===== src/rtl/spi_slave.sv =====
`default_nettype none
// ============================================================================
// Module      : spi_slave
// Description : SPI slave clocked entirely by the system clock. The serial
//               clock, MOSI and chip select are brought in through 2-flop
//               synchronizers, and frame timing is decoded from edges of the
//               synchronized serial clock. Works in all four CPOL/CPHA modes.
//               Frames are MSB first and exactly one word long.
// Ports       : clk, rst         - system clock, asynchronous active-high reset
//               spi_clk/mosi/cs_n - serial interface inputs from the master
//               spi_miso          - serial data to the master
//               data_tx, tx_load  - transmit word and its capture strobe
//               tx_pending        - a loaded word is waiting for a frame
//               data_rx, rx_valid - last received word and its update pulse
//               busy              - a frame is in progress
//               frame_err         - pulse: frame aborted before bit 0
//               tx_underrun       - pulse: frame started with no word loaded
// Revision    : 1.0 - initial release
// ============================================================================
module spi_slave #(
    parameter int   SPI_PACKET_SIZE = 8,
    parameter logic SPI_MISO_IDLE   = 1'b1,
    parameter logic SPI_CPOL        = 1'b0,
    parameter logic SPI_CPHA        = 1'b0
) (
    input  logic                       clk,
    input  logic                       rst,
    input  logic                       spi_clk,
    input  logic                       spi_mosi,
    input  logic                       spi_cs_n,
    output logic                       spi_miso,
    input  logic [SPI_PACKET_SIZE-1:0] data_tx,
    input  logic                       tx_load,
    output logic                       tx_pending,
    output logic [SPI_PACKET_SIZE-1:0] data_rx,
    output logic                       rx_valid,
    output logic                       busy,
    output logic                       frame_err,
    output logic                       tx_underrun
);

    localparam int                     c_CW  = $clog2(SPI_PACKET_SIZE);
    localparam logic [c_CW-1:0]        c_TOP = c_CW'(SPI_PACKET_SIZE - 1);

    typedef enum logic [0:0] {
        S_IDLE   = 1'b0,
        S_ACTIVE = 1'b1
    } state_t;

    state_t                     r_state;
    state_t                     w_state_nxt;

    logic                       r_sclk_meta, r_sclk_sync, r_sclk_prev;
    logic                       r_mosi_meta, r_mosi_sync;
    logic                       r_cs_meta, r_cs_sync, r_cs_prev;
    logic [1:0]                 r_warm;

    logic [SPI_PACKET_SIZE-1:0] r_tx_hold;
    logic [SPI_PACKET_SIZE-1:0] r_tx_shift;
    logic [SPI_PACKET_SIZE-1:0] r_rx_shift;
    logic [c_CW-1:0]            r_bit_cnt;
    logic                       r_done;
    logic                       r_first_shift;
    logic                       r_commit;

    logic w_rise, w_fall, w_lead, w_trail, w_sample, w_shift;
    logic w_cs_fall, w_cs_rise, w_start, w_stop;

    // ------------------------------------------------------------------------
    // Input synchronizers. Chip select resets to the deselected level. The
    // warm-up counter blocks chip-select fall detection until both the
    // synchronized and the previous value hold real samples, so a chip
    // select held low through reset release is not taken as a new frame.
    // ------------------------------------------------------------------------
    always_ff @(posedge clk or posedge rst) begin
        if (rst) begin
            r_sclk_meta <= 1'b0;
            r_sclk_sync <= 1'b0;
            r_sclk_prev <= 1'b0;
            r_mosi_meta <= 1'b0;
            r_mosi_sync <= 1'b0;
            r_cs_meta   <= 1'b1;
            r_cs_sync   <= 1'b1;
            r_cs_prev   <= 1'b1;
            r_warm      <= 2'd0;
        end else begin
            r_sclk_meta <= spi_clk;
            r_sclk_sync <= r_sclk_meta;
            r_sclk_prev <= r_sclk_sync;
            r_mosi_meta <= spi_mosi;
            r_mosi_sync <= r_mosi_meta;
            r_cs_meta   <= spi_cs_n;
            r_cs_sync   <= r_cs_meta;
            r_cs_prev   <= r_cs_sync;
            if (r_warm != 2'd3) begin
                r_warm <= r_warm + 2'd1;
            end
        end
    end

    assign w_rise    = r_sclk_sync & ~r_sclk_prev;
    assign w_fall    = ~r_sclk_sync & r_sclk_prev;
    assign w_lead    = SPI_CPOL ? w_fall : w_rise;
    assign w_trail   = SPI_CPOL ? w_rise : w_fall;
    assign w_sample  = SPI_CPHA ? w_trail : w_lead;
    assign w_shift   = SPI_CPHA ? w_lead : w_trail;
    assign w_cs_fall = (r_warm == 2'd3) & r_cs_prev & ~r_cs_sync;
    assign w_cs_rise = r_cs_sync & ~r_cs_prev;
    assign w_start   = (r_state == S_IDLE) & w_cs_fall;
    assign w_stop    = (r_state == S_ACTIVE) & w_cs_rise;

    // ------------------------------------------------------------------------
    // Frame state machine
    // ------------------------------------------------------------------------
    always_ff @(posedge clk or posedge rst) begin
        if (rst) begin
            r_state <= S_IDLE;
        end else begin
            r_state <= w_state_nxt;
        end
    end

    always_comb begin
        w_state_nxt = r_state;
        busy        = 1'b0;
        spi_miso    = SPI_MISO_IDLE;
        case (r_state)
            S_IDLE: begin
                if (w_cs_fall) begin
                    w_state_nxt = S_ACTIVE;
                end
            end
            S_ACTIVE: begin
                busy     = 1'b1;
                spi_miso = r_tx_shift[r_bit_cnt];
                if (w_cs_rise) begin
                    w_state_nxt = S_IDLE;
                end
            end
            default: w_state_nxt = S_IDLE;
        endcase
    end

    // ------------------------------------------------------------------------
    // Datapath: holding register, shift registers, bit counter, pulses
    // ------------------------------------------------------------------------
    always_ff @(posedge clk or posedge rst) begin
        if (rst) begin
            r_tx_hold     <= '0;
            r_tx_shift    <= '0;
            r_rx_shift    <= '0;
            r_bit_cnt     <= '0;
            r_done        <= 1'b0;
            r_first_shift <= 1'b0;
            r_commit      <= 1'b0;
            tx_pending    <= 1'b0;
            data_rx       <= '0;
            rx_valid      <= 1'b0;
            frame_err     <= 1'b0;
            tx_underrun   <= 1'b0;
        end else begin
            rx_valid    <= 1'b0;
            frame_err   <= 1'b0;
            tx_underrun <= 1'b0;
            r_commit    <= 1'b0;

            // Completed word is published one cycle after its last sample.
            if (r_commit) begin
                data_rx  <= r_rx_shift;
                rx_valid <= 1'b1;
            end

            if (w_start) begin
                r_tx_shift    <= tx_pending ? r_tx_hold : {SPI_PACKET_SIZE{SPI_MISO_IDLE}};
                tx_pending    <= 1'b0;
                tx_underrun   <= ~tx_pending;
                r_bit_cnt     <= c_TOP;
                r_done        <= 1'b0;
                r_first_shift <= 1'b1;
                r_rx_shift    <= '0;
            end else if ((r_state == S_ACTIVE) && !w_stop && !r_done) begin
                if (w_sample) begin
                    r_rx_shift[r_bit_cnt] <= r_mosi_sync;
                    if (r_bit_cnt == '0) begin
                        r_done   <= 1'b1;
                        r_commit <= 1'b1;
                    end
                end
                // In CPHA=1 the first leading edge only announces bit N-1,
                // which is already on the line, so it does not advance.
                if (w_shift) begin
                    if (SPI_CPHA && r_first_shift) begin
                        r_first_shift <= 1'b0;
                    end else if (r_bit_cnt != '0) begin
                        r_bit_cnt <= r_bit_cnt - c_CW'(1);
                    end
                end
            end

            if (w_stop && !r_done) begin
                frame_err <= 1'b1;
            end

            // After the frame-start copy so a same-cycle load waits for the
            // next frame instead of being dropped.
            if (tx_load) begin
                r_tx_hold  <= data_tx;
                tx_pending <= 1'b1;
            end
        end
    end

endmodule
`default_nettype wire

===== config.mk =====
export PLATFORM = sky130hd
export DESIGN_NAME = spi_slave
export DESIGN_NICKNAME = d
export VERILOG_FILES = /design/src/rtl/spi_slave.sv
export SDC_FILE = /design/constraint.sdc
export NUM_CORES = 1
export LEC_CHECK = 0
export CORE_UTILIZATION = 44
export CTS_CLUSTER_DIAMETER = 150
export DETAILED_ROUTE_END_ITERATION = 12
export HOLD_SLACK_MARGIN = 0.12
export PLACE_DENSITY = 0.66
export SYNTH_ARGS = -nofsm -noshare
export SYNTH_HDL_FRONTEND = slang
export SYNTH_SLANG_ARGS = --single-unit

===== constraint.sdc =====
create_clock -name clk -period 1.75 [get_ports clk]
set_input_delay 0.35 -clock clk [delete_from_list [all_inputs] [get_ports clk]]
set_output_delay 0.35 -clock clk [all_outputs]
set_load 0.01 [all_outputs]

==> flow_results.org, run 1 <==
** Power and ir drop
- IR Drop Worst-Case VDD :: between 0.0006 and 0.0007 V
- In this run the power density over the cells is roughly 1000 mW/mm2.
- In this run the static leakage power is 1.15 nW.

** Clock tree
- In this run, post-CTS hold repair placed 0 buffers.
- TritonCTS built the clock tree.
- Clk Latency, worst-skew pair :: 0.30 ns
- Cell at the root of the clock tree :: sky130_fd_sc_hd__clkbuf_8
- The H-tree generated during clock tree synthesis spans 2 levels.
- TritonCTS Sinks :: 52
- Number of CTS-inserted buffers :: 5
- Clock edge transition at the registers on the reported setup and hold paths :: approximately 0.090 ns
- Maximum clock insertion buffer count :: 2

** Global routing
- The via count of the first global-routing pass was 1387.
- Pin count of the biggest net entering global routing :: 43
- Wire length of the first global-routing pass :: roughly 6400 um
- Global routing used roughly 17% of the available tracks across all layers.
- Global route total overflow :: 0
- Initial antenna violation count :: 0

** Run status
- The checks that failed: setup timing.
- The run finished, with violations left.

** Timing
- The final count of pins violating max slew came to 0.
- For this run, the top clock speed supported by timing is 532 MHz.
- Once routing completed, OpenROAD measured the worst setup slack at -0.128 ns.
- Of the available clock period, the critical path in the final layout requires 107%.
- For the pin with the worst max-slew slack, the measured transition is 0.458 ns.
- Count of final hold-check violations :: 0
- Slew Limit Headroom :: a little over two thirds
- Skew final :: roughly 0.0073 ns
- Subtracting the final worst setup slack from the clock period gives 1.88 ns.
- Setup repair after global routing could not meet its margin everywhere.
- Setup violations remaining at the end of the flow were counted as 1.

** Worst setup path
- Setup crit start kind :: register
- Worst path required time :: between 1 and 1.5 ns
- Along the worst path, the maximum fanout reaches 3.
- Start of the worst register-to-register path :: r_bit_cnt[1]
- Across all register-to-register paths, the minimum setup slack is around 0.17 ns.
- STA classifies the critical path endpoint as an output port.
- Setup Crit Path Kind :: register to output port
- The worst register-to-register path has a depth of 7.
- Critical Path AT :: approximately 1.5 ns
- In this run the critical register-to-register path is captured at r_bit_cnt[2].

** Synthesis
- Mapped Area :: ~0.0021 mm2
- Counting every net in the synthesized netlist gives 190.
- Of all cell types, the one taking the most synthesized area is sky130_fd_sc_hd__dfrtp_1.
- The most used flip-flop cell after synthesis is sky130_fd_sc_hd__dfrtp_1.
- After synthesis the netlist holds a flip-flop and latch count of 52.
- Synthesis instantiated 35 different standard cells from the library.
- Fraction of post-synthesis cell area in the top cell type by area :: 58.8%
- Async S/R FF share, synth :: between 90% and 100%
- The commonest cells after synthesis are sky130_fd_sc_hd__dfrtp_1 (49), sky130_fd_sc_hd__nand2_1 (20), sky130_fd_sc_hd__nor2_1 (13).
- Yosys printed 0 warnings.
- Most frequently used cell type in the post-synthesis netlist :: sky130_fd_sc_hd__dfrtp_1
- Sequential fraction of the synthesis area :: a little over three fifths
- Cell count after synthesis :: 173
- Largest cells by area after synthesis :: sky130_fd_sc_hd__dfrtp_1 (59%), sky130_fd_sc_hd__mux2_2 (4.9%), sky130_fd_sc_hd__dfstp_2 (3.8%)
- The synthesized design contains 0 enable-type register cells.
- Avg Synthesized Cell Area :: about 12 um2

** Placement
- Placed wire-length estimate after detailed placement :: around 2500 um
- Timing analysis after detailed placement gives a worst setup slack of -0.219 ns.
- At the end of routability-driven placement, the weighted congestion stood at between 0.8 and 0.9.
- Number of buffer cells added on primary ports :: 27
- Placed instance area :: about 0.0024 mm2

** Layout
- Layout fillers :: 376
- Relative to the synthesized area, the layout overhead comes to 21.1%.
- Registers take 0.00131 mm2.
- The repair_antennas step left the layout with diodes totalling 0.
- Final design area excluding fillers :: between 0.002 and 0.003 mm2
- Cells with a size suffix above 1 make up approximately 17% of the layout.
- In the final layout, the multi-input gates occupy 688 um2.
- The final layout contains between 200 and 250 nets.

** Routing
- Mean number of vias per cell :: approximately 5.2
- Iter 0 DRT Violations :: 90
- 1st-pass router iterations :: 4
- The final layout contains routed wiring with a total length of approximately 3400 um.
- Average wire per cell in the routed design :: around 13 um
- Vias after detailed routing :: roughly 1400
- The count of nets left with antenna violations once routing finished came out at 0.
- After detailed routing, the number of remaining DRC violations is 0.

** Floorplan
- Cell Rows :: 24
- Width of the chip :: between 70 and 80 um
- In this run the count of I/O pins placed on the die edge is 28.
- The floorplan step defined a core boundary enclosing approximately 0.0044 mm2.
- Chip Height :: 70.9 um
- The die covers 0.00502 mm2.
- For this configuration, the core starts out at a cell density of 47.0%.

** Worst hold path
- The path class of the tightest hold or removal check is input port to async pin.

** Flow run
- Max-cap violations in this run came to 0.
==> flip-flops by register name, indices dropped and copies added (netlist names) <==
register	count
tx_underrun	1
r_sclk_prev	1
r_done	1
r_mosi_sync	1
r_rx_shift	8
frame_err	1
r_cs_prev	1
r_state	1
data_rx	8
r_commit	1
r_tx_shift	8
r_mosi_meta	1
r_bit_cnt	3
r_warm	2
r_sclk_meta	1
r_tx_hold	8
rx_valid	1
tx_pending	1
r_cs_sync	1
r_sclk_sync	1
r_cs_meta	1
==> repair_timing <==
action | in CTS | in global routing
setup endpoints to repair | 1 | 5
gates resized for setup | 4 | 3
buffers inserted | 1 | 0
endpoints found under the hold margin | 0 | 0
pin swaps | 1 | 2
==> layout make-up <==
type	instances	area share, %
timing repair buffer	35	13.4
multi-input combinational	100	27.2
inverter	13	1.93
sequential	52	51.7
clock buffer	8	3.17
tap	52	2.57
==> worst max-delay path, cell delays in order (launching register included) <==
cell and delay, ns:
sky130_fd_sc_hd__dfrtp_2 0.42, sky130_fd_sc_hd__mux4_2 0.52, sky130_fd_sc_hd__nand2_1 0.08, sky130_fd_sc_hd__nand3_1 0.07
sky130_fd_sc_hd__buf_2 0.15
==> through the flow <==
| stage | util, % | setup TNS, ns | std cells | total power, W | hold slack, ns |
|---|---|---|---|---|---|
| after global placement | 55.1 | -0.172 | 252 | 0.00200 | 0.335 |
| after floorplan | - | 0 | 173 | 0.00181 | 0.331 |
| after detailed placement | 55.1 | -0.219 | 252 | 0.00203 | 0.338 |
| after CTS | 57.0 | -0.206 | 261 | 0.00268 | 0.287 |
| final | 56.9 | -0.128 | 260 | 0.00263 | 0.286 |
| after global routing | 56.9 | -0.191 | 260 | 0.00279 | 0.310 |
==> worst max-delay path by stage <==
stage	start	endpoint	slack (ns)	depth (start not counted)
2_1_floorplan	rst	data_rx[0]	0.15	1
3_3_place_gp	r_bit_cnt[0]	spi_miso	-0.17	4
3_5_place_dp	r_bit_cnt[0]	spi_miso	-0.22	4
4_1_cts	r_bit_cnt[0]	spi_miso	-0.21	4
5_1_grt	r_bit_cnt[0]	spi_miso	-0.19	4
6_report	r_bit_cnt[0]	spi_miso	-0.13	4
==> logic make-up (layout without fill, tap and decap cells) <==
group                      Yosys count  in the layout  synth area share (%)
DFF                                 52             52                  62.5
and+or+nand+nor                     50             50                  11.9
AOI/OAI and AO/OA                   29             29                  8.99
buffers and inverters               21             56                  4.50
muxes                               16             16                  9.41
adders and majority gates            3              3                  1.80
xor gates and xnor gates             2              2                 0.839
==> layout by cell type, fill, tap and decap left out, drive strengths merged <==
master,synthesis,final
a21oi,1,1
and4,1,1
inv,12,13
nand4,2,2
mux4,2,2
o31ai,2,2
nand3,7,7
o211ai,3,3
buf,6,9
o311ai,2,2
mux2,9,9
o21ai,9,9
o41ai,2,2
xnor2,2,2
ha,3,3
dfstp,3,3
clkbuf,2,8
o21a,1,1
mux2i,5,5
nand2,20,20
a21o,1,1
dfrtp,49,49
and3,1,1
a31oi,8,8
nand2b,2,2
and2b,2,2
clkdlybuf4s50,0,26
nor2,13,13
nor2b,2,2
==> where the power goes <==
group          leakage [nW]  internal (W)  switching [W]
clock network        0.0395      0.000285       0.000352
logic                 0.475      0.000280       0.000278
registers             0.634       0.00134      0.0000989
==> routing by layer <==
layer  up-vias  routed length, um  track usage (%)
li1        661                  -                -
met5         -                  0                0
met1       653               1470             20.1
met3         7                117             3.42
met2        31               1780             28.6
met4         0                 74             8.00
Note: power is estimated with default switching activity, not from simulation.
==> run 2, diff against run 1 <==
CORE_MARGIN = 4   (was default)
==> run 2 against run 1 <==
  * Largest cell class unchanged
  * First-iteration DRC count decreased by 21%
  * The run still ends with setup timing left
  * Combinational power increased by 2%
  * Cell count increased by 0.77%
  * Count of clock-buffer cells in the layout unchanged
  * Wire length increased by 3.3%
  * Maximum frequency increased by 1.4%
  * Utilization increased by 0.43 points
  * Flip-flop and latch count unchanged
  * Critical path depth unchanged
  * Sequential power about the same
  * Die area increased by 18%
  * Worst hold slack improved by 0.074 ns
==> flow_results.org, run 2 (synthesized netlist as in run 1, its figures left out) <==
** Layout
- The final cell count without fillers came to 262 (+0.77%).
- Most common library cell in the layout ignoring fill and taps :: sky130_fd_sc_hd__dfrtp_1
- Final Util :: 57.3% (+0.43 points)
- The net count of the finished layout is 226 (+0.89%).
- Final design area excluding fillers :: 0.00256 mm2 (+1.4%)
- The proportion of layout cells with a drive suffix above 1 is 17.6% (+0.31 points).
- Layout-stage area growth over the synthesis result :: 22.8%
- Count of inserted antenna diode cells :: 0 (unchanged)
- Highest-count cells in the layout ignoring fill and taps :: sky130_fd_sc_hd__dfrtp_1 (48), sky130_fd_sc_hd__clkdlybuf4s50_1 (26), sky130_fd_sc_hd__nand2_1 (20)

** Floorplan
- The effective utilization at floorplan is 46.6% (-0.32 points).
- The number of ports placed on the die boundary is 28 (unchanged).
- Cell Rows :: 24 (unchanged)
- Width of the chip :: 76.9 um (+8.5%)
- Chip Height :: 76.9 um (+8.5%)
- Die area :: 0.00591 mm2 (+18%)
- Core area :: 0.00447 mm2 (+0.68%)

** Global routing
- Routing layer with the top usage in global route :: met2
- The via count of the first global-routing pass was 1358 (-2.1%).
- The aggregate global routing overflow came to 0 (unchanged).
- Pin count of the biggest net entering global routing :: 33 (-23%)
- GRT met1 Usage :: 15.5% (-4.6 points)
- Routing usage on met3 :: 3.40% (-0.023 points)
- GR met2 Demand/Resource :: 23.1% (-5.5 points)
- The wire length of the first global-routing pass came to 6260 um (-1.6%).
- The initial antenna violation count came to 0 (unchanged).
- The overall global routing resource usage is 13.3% (-3.3 points).

** Placement
- Number of buffer cells added on primary ports :: 27 (unchanged)
- The post-placement cell area is 0.00246 mm2 (+0.51%).
- Post-placement cell count :: 252 (unchanged)
- Final GP Congestion :: 0.750 (-7.5%)
- The post-DP HPWL was 2580 um (+2.9%).

** Power and ir drop
- The ratio of total power to cell area was 1040 mW/mm2 (+0.18%).
- IR Drop Worst-Case VDD :: 0.000556 V (-11%)
- The leakage power of the design came to 1.17 nW (+1.4%).

** Routing
- The total iterations of the first detailed-routing run is 4 (unchanged).
- Post-route DRC :: 0 (unchanged)
- Vias after detailed routing :: 1366 (+1.0%)
- The number of nets with antenna violations after routing is 0 (unchanged).
- Sum of routed wire length over all layers :: 3550 um (+3.3%)
- The vias per cell was 5.21 (+0.26%).
- Iter 0 DRT Violations :: 71 (-21%)
- The average routed wire per standard cell was 13.5 um (+2.5%).

** Worst setup path
- In this run the critical register-to-register path is launched from r_bit_cnt[0].
- On the critical path, the stage with the largest delay is an instance of sky130_fd_sc_hd__mux4_2.
- STA classifies the critical path endpoint as an output port.
- The worst setup path is of the register to output port kind.
- The signal on the critical path passes through mux4_2, nand2_1, nand3_1, buf_2.
- FF-to-FF path depth :: 8 (+1)
- Family of cells with the greatest summed delay on the critical path :: multiplexers
- Worst path required time :: 1.40 ns (about the same)
- The peak per-stage delay on the critical path is 0.51 ns (about the same).
- STA classifies the critical path startpoint as a register.
- The worst-case register-to-register setup slack came to 0.10 ns (-0.07 ns).
- The number of buffer and inverter stages on the critical path was 1 (unchanged).
- Largest driver fanout on the critical path :: 3 (unchanged)
- The data arrival time at the worst-slack endpoint was 1.50 ns (-0.03 ns).
- End of the worst register-to-register path :: r_bit_cnt[2]

** Timing
- Count of final hold-check violations :: 0 (unchanged)
- The actual transition at the worst max-transition pin is 0.444 ns (-0.0148 ns).
- The final count of pins violating max slew is 0 (unchanged).
- Unrepaired setup endpoints after global routing :: true
- Period utilization :: 106% (-1.4 points)
- Worst path setup slack after routing :: -0.103 ns (+0.0250 ns)
- The peak clock frequency supported by timing is 540 MHz (+1.4%).
- Slew Limit Headroom :: 70.3% (+0.99 points)
- The number of setup violations in the final report came to 1 (unchanged).
- The shortest clock period the worst path allows after layout was 1.85 ns (-0.0250 ns).
- Skew final :: 0.00591 ns (-0.00141 ns)

** Run status
- Violated checks :: setup timing
- Result of the run :: complete, but fails checks

** Flow run
- The max-cap check violation count was 0 (unchanged).

** Clock tree
- Hold-fix buffers at CTS :: 0 (unchanged)
- The number of sinks on the clock net is 52 (unchanged).
- The tree is rooted in a sky130_fd_sc_hd__clkbuf_8.
- Clock edge transition at the registers on the reported setup and hold paths :: 0.08 ns (about the same)
- Clock tree from TritonCTS :: built
- Number of CTS-inserted buffers :: 5 (unchanged)
- CTS H-tree depth :: 2 (unchanged)
- The clock tree buffer depth was 2 (unchanged).
- The latest clock arrival within the worst-skew pair is 0.30 ns (about the same).

** Worst hold path
- Capture endpoint of the worst hold path :: r_cs_sync
- In this run the most critical hold path is launched from r_cs_meta.
- The path class of the tightest hold or removal check is register to register.
- Hold depth :: 0
## run 2: report_power, final
| group | total, W | leakage [nW] | switching, W | internal [W] |
|---|---|---|---|---|
| sequential | 0.00143 | 0.635 | 0.0000903 | 0.00134 |
| clock | 0.000676 | 0.0455 | 0.000353 | 0.000323 |
| combinational | 0.000570 | 0.484 | 0.000282 | 0.000288 |
| total | 0.00267 | 1.17 | 0.000725 | 0.00195 |
## run 2: final cells by class
type	count	area, um2
timing repair buffer	37	365
fill	368	1910
sequential	52	1310
tap	52	65.1
clock buffer	8	90.1
multi-input combinational	100	688
inverter	13	48.8
## run 2: how the worst max path moves through the flow
stage,from,endpoint,slack (ns),cells past startpoint
floorplan,rst,data_rx[0],0.15,1
global placement,r_bit_cnt[0],spi_miso,-0.17,4
detailed placement,r_bit_cnt[0],spi_miso,-0.20,4
CTS,r_bit_cnt[0],spi_miso,-0.17,4
global route,r_bit_cnt[0],spi_miso,-0.20,4
finish,r_bit_cnt[0],spi_miso,-0.10,4
## run 2: per-stage QoR
stage	worst slack [ns]	power (W)	hold slack (ns)	TNS [ns]
2_1_floorplan	0.147	0.00181	0.331	0
3_3_place_gp	-0.174	0.00199	0.336	-0.174
3_5_place_dp	-0.200	0.00202	0.348	-0.200
4_1_cts	-0.170	0.00271	0.360	-0.170
5_1_grt	-0.203	0.00285	0.364	-0.210
6_report	-0.103	0.00267	0.360	-0.103
## run 2: what timing repair did
action | in CTS | in global routing
pin swaps | 1 | 3
endpoints found under the setup margin | 1 | 3
gates resized for setup | 4 | 1
setup buffers | 1 | 1
## run 2: routing by layer
layer	part of all wire [%]	wire length (um)	vias up
met3	4.2	150	4
met2	52	1840	33
met4	1.1	40	0
met1	43	1520	670
li1	-	-	659
met5	0	0	-
==> run 3, diff against run 2 <==
DONT_BUFFER_PORTS = 1   (was default)
PLACE_DENSITY = 0.59   (was 0.66)
clock period = 1.9 ns   (was 1.75 ns; I/O delays follow)
==> run 3 against run 2 <==
  * Via count is 10% lower
  * Non-clock buffer count is 29 lower
  * Clock skew is 0.0019 ns higher
  * Largest cell class unchanged
  * The run now ends clean
  * Register-to-register slack better by 0.11 ns
  * Largest power group unchanged
  * Utilization is 6.0 points lower
  * Total power is 9.2% lower
  * Worst setup slack better by 0.19 ns
==> flow_results.org, run 3 (synthesized netlist as in run 1, its figures left out) <==
** Run status
- Result of the run :: completed

** Floorplan
- Width of the chip :: 76.9 um (unchanged)
- Cell Rows :: 24 (unchanged)
- Chip Height :: 76.9 um (unchanged)
- Die area :: 0.00591 mm2 (unchanged)
- Starting density of the core :: 46.6% (unchanged)
- Ports placed on the boundary :: 28 (unchanged)
- The placeable core region came to 0.00447 mm2 (unchanged).

** Placement
- Placed instance area :: 0.00214 mm2 (-13%)
- The count of port buffers added during placement is 0 (-100%).
- Placed wire-length estimate after detailed placement :: 2500 um (-3.4%)
- The last weighted congestion value of the routability-driven placer came to 0.874 (+16%).

** Timing
- Period utilization :: between 90% and 100%
- Setup TNS :: 0 ns (+0.103 ns)
- Static timing analysis puts the maximum clock frequency at 552 MHz.
- Minimum period implied by the final worst setup slack :: between 1.5 and 2 ns
- The final hold violation count is 0 (unchanged).
- Skew final :: 0.00785 ns (+0.00194 ns)
- The actual transition at the worst max-transition pin was 0.544 ns (+0.100 ns).
- The final count of pins violating max slew came to 0 (unchanged).
- The number of setup violations in the final report is 0 (-1).
- The relative slew slack is 63.7% (-6.6 points).
- Setup repair after global routing left no endpoint under its margin.

** Routing
- The aggregate routed wire length came to 3410 um (-4.1%).
- The vias per cell is 5.28 (+1.3%).
- The DRC marker count from the first detailed-route iteration came to 96 (+35%).
- The total iterations of the first detailed-routing run came to 4 (unchanged).
- Vias after detailed routing :: 1230 (-10%)
- Average wire per cell in the routed design :: 14.6 um (+7.9%)
- The number of remaining DRC errors came to 0 (unchanged).
- The number of nets with antenna violations after routing was 0 (unchanged).

** Worst setup path
- Endpoint class of the critical path :: output port
- Largest driver fanout on the critical path :: 3 (unchanged)
- The slowest stage of the critical path belongs to the cell sky130_fd_sc_hd__mux4_2.
- Bufs and invs on worst path :: 0 (-1)
- Setup crit start kind :: register
- The worst setup path is of the register to output port kind.
- The kind of cell with the highest combined delay along the critical path is multiplexers.
- Worst path max stage delay :: 0.51 ns (about the same)
- The required time of the critical path came to 1.52 ns (+0.12 ns).
- CP cell instances :: mux4_2, nand2_1, nand3_2
- Critical Path AT :: 1.43 ns (-0.07 ns)

** Power and ir drop
- Tot Pwr :: 0.00243 W (-9.2%)
- The largest vdd supply drop is 0.000410 V (-26%).
- The ratio of total power to cell area came to 1060 mW/mm2 (+1.4%).
- The leakage power of the design came to 1.06 nW (-9.2%).

** Clock tree
- The number of buffers inserted during clock tree synthesis was 5 (unchanged).
- The clock transition at the registers of the reported paths is 0.09 ns (about the same).
- CTS H-tree depth :: 2 (unchanged)
- Maximum clock insertion buffer count :: 2 (unchanged)
- Cell at the root of the clock tree :: sky130_fd_sc_hd__clkbuf_8
- The latest clock arrival within the worst-skew pair is 0.30 ns (about the same).
- TritonCTS Sinks :: 52 (unchanged)
- Clock tree from TritonCTS :: built

** Global routing
- Pin count of the biggest net entering global routing :: 29 (-12%)
- Global route total overflow :: 0 (unchanged)
- Wire length of the first global-routing pass :: 6000 um (-4.1%)
- The overall global routing resource usage was 13.1% (-0.23 points).
- Initial antenna violation count :: 0 (unchanged)
- The via count of the first global-routing pass came to 1292 (-4.9%).

** Worst hold path
- Type of the tightest min-delay check :: input port to register

** Layout
- Highest-count cells in the layout ignoring fill and taps :: sky130_fd_sc_hd__dfrtp_1 (48), sky130_fd_sc_hd__nand2_1 (20), sky130_fd_sc_hd__nor2_1 (13)
- The area occupied by registers was 0.00131 mm2 (unchanged).
- The net count of the finished layout is 197 (-13%).
- Layout fillers :: 410 (+11%)
- Count of inserted antenna diode cells :: 0 (unchanged)
- Share of cells above drive strength 1 :: 17.7% (+0.061 points)
- Leaving out fill and tap cells, the most frequent cell in the layout is sky130_fd_sc_hd__dfrtp_1.
- The final core area utilization is 51.3% (-6.0 points).
- Layout-stage area growth over the synthesis result :: 10.0%
- Final design area excluding fillers :: 0.00230 mm2 (-10%)
- The area of the multi-input gates came to 693 um2 (+0.73%).

** Flow run
- Max-capacitance violation count :: 0 (unchanged)
## run 3: metal layers
| metal | wire length (um) | track usage, % | up-vias |
|---|---|---|---|
| li1 | - | - | 603 |
| met1 | 1460 | 14.6 | 597 |
| met2 | 1740 | 22.7 | 23 |
| met3 | 130 | 4.45 | 7 |
| met4 | 67 | 5.43 | 0 |
| met5 | 0 | 0 | - |
## run 3: where the power goes
group	leakage (nW)	total [W]	switching, W	internal, W
Clock	0.0515	0.000668	0.000336	0.000333
Sequential	0.635	0.00134	0.000108	0.00123
Combinational	0.371	0.000420	0.000220	0.000200
## run 3: layout make-up
cell class / count / area share [%]
Multi-Input combinational cell: 100 / 30.2
Clock buffer: 8 / 4.36
Sequential cell: 52 / 56.9
Timing Repair Buffer: 8 / 3.60
Inverter: 13 / 2.13
Tap cell: 52 / 2.83
## run 3: metrics by stage
stage                     cells  hold slack (ns)  worst slack (ns)
after floorplan             173            0.331             0.267
after global placement      220            0.332             0.266
after detailed placement    220            0.340             0.226
after CTS                   233            0.157            0.0328
after global routing        233            0.154            0.0180
final                       233            0.165            0.0892
## run 3: path summary, 6_finish.rpt
path | startpoint | to | slack, ns | cells after the start
worst min register to register | r_mosi_meta | r_mosi_sync | 0.36 | 0
worst min-delay path | tx_load | r_tx_hold[2] | 0.16 | 1
max in group asynchronous | rst | r_mosi_sync | 0.79 | 3
min in group asynchronous | rst | r_sclk_meta | 0.57 | 2
worst max register to register | r_bit_cnt[1] | r_bit_cnt[2] | 0.21 | 6
worst max-delay path | r_bit_cnt[0] | spi_miso | 0.09 | 3
## run 3: worst reg2reg max path, cell delays in order (launching register included)
cell and delay, ns:
sky130_fd_sc_hd__dfrtp_1 0.52, sky130_fd_sc_hd__inv_1 0.19, sky130_fd_sc_hd__ha_1 0.22, sky130_fd_sc_hd__nand2b_1 0.10, sky130_fd_sc_hd__nand4_1 0.21, sky130_fd_sc_hd__nor2_1 0.18
sky130_fd_sc_hd__mux2i_1 0.19
## run 3: what timing repair did
action / in CTS / in global routing
resized for setup: 1 / 1
hold buffers: 4 / 0
pin swaps: 0 / 0
buffers inserted: 1 / 0
endpoints found under the setup margin: 1 / 1
endpoints found under the hold margin: 24 / 0
cloned: 0 / 0
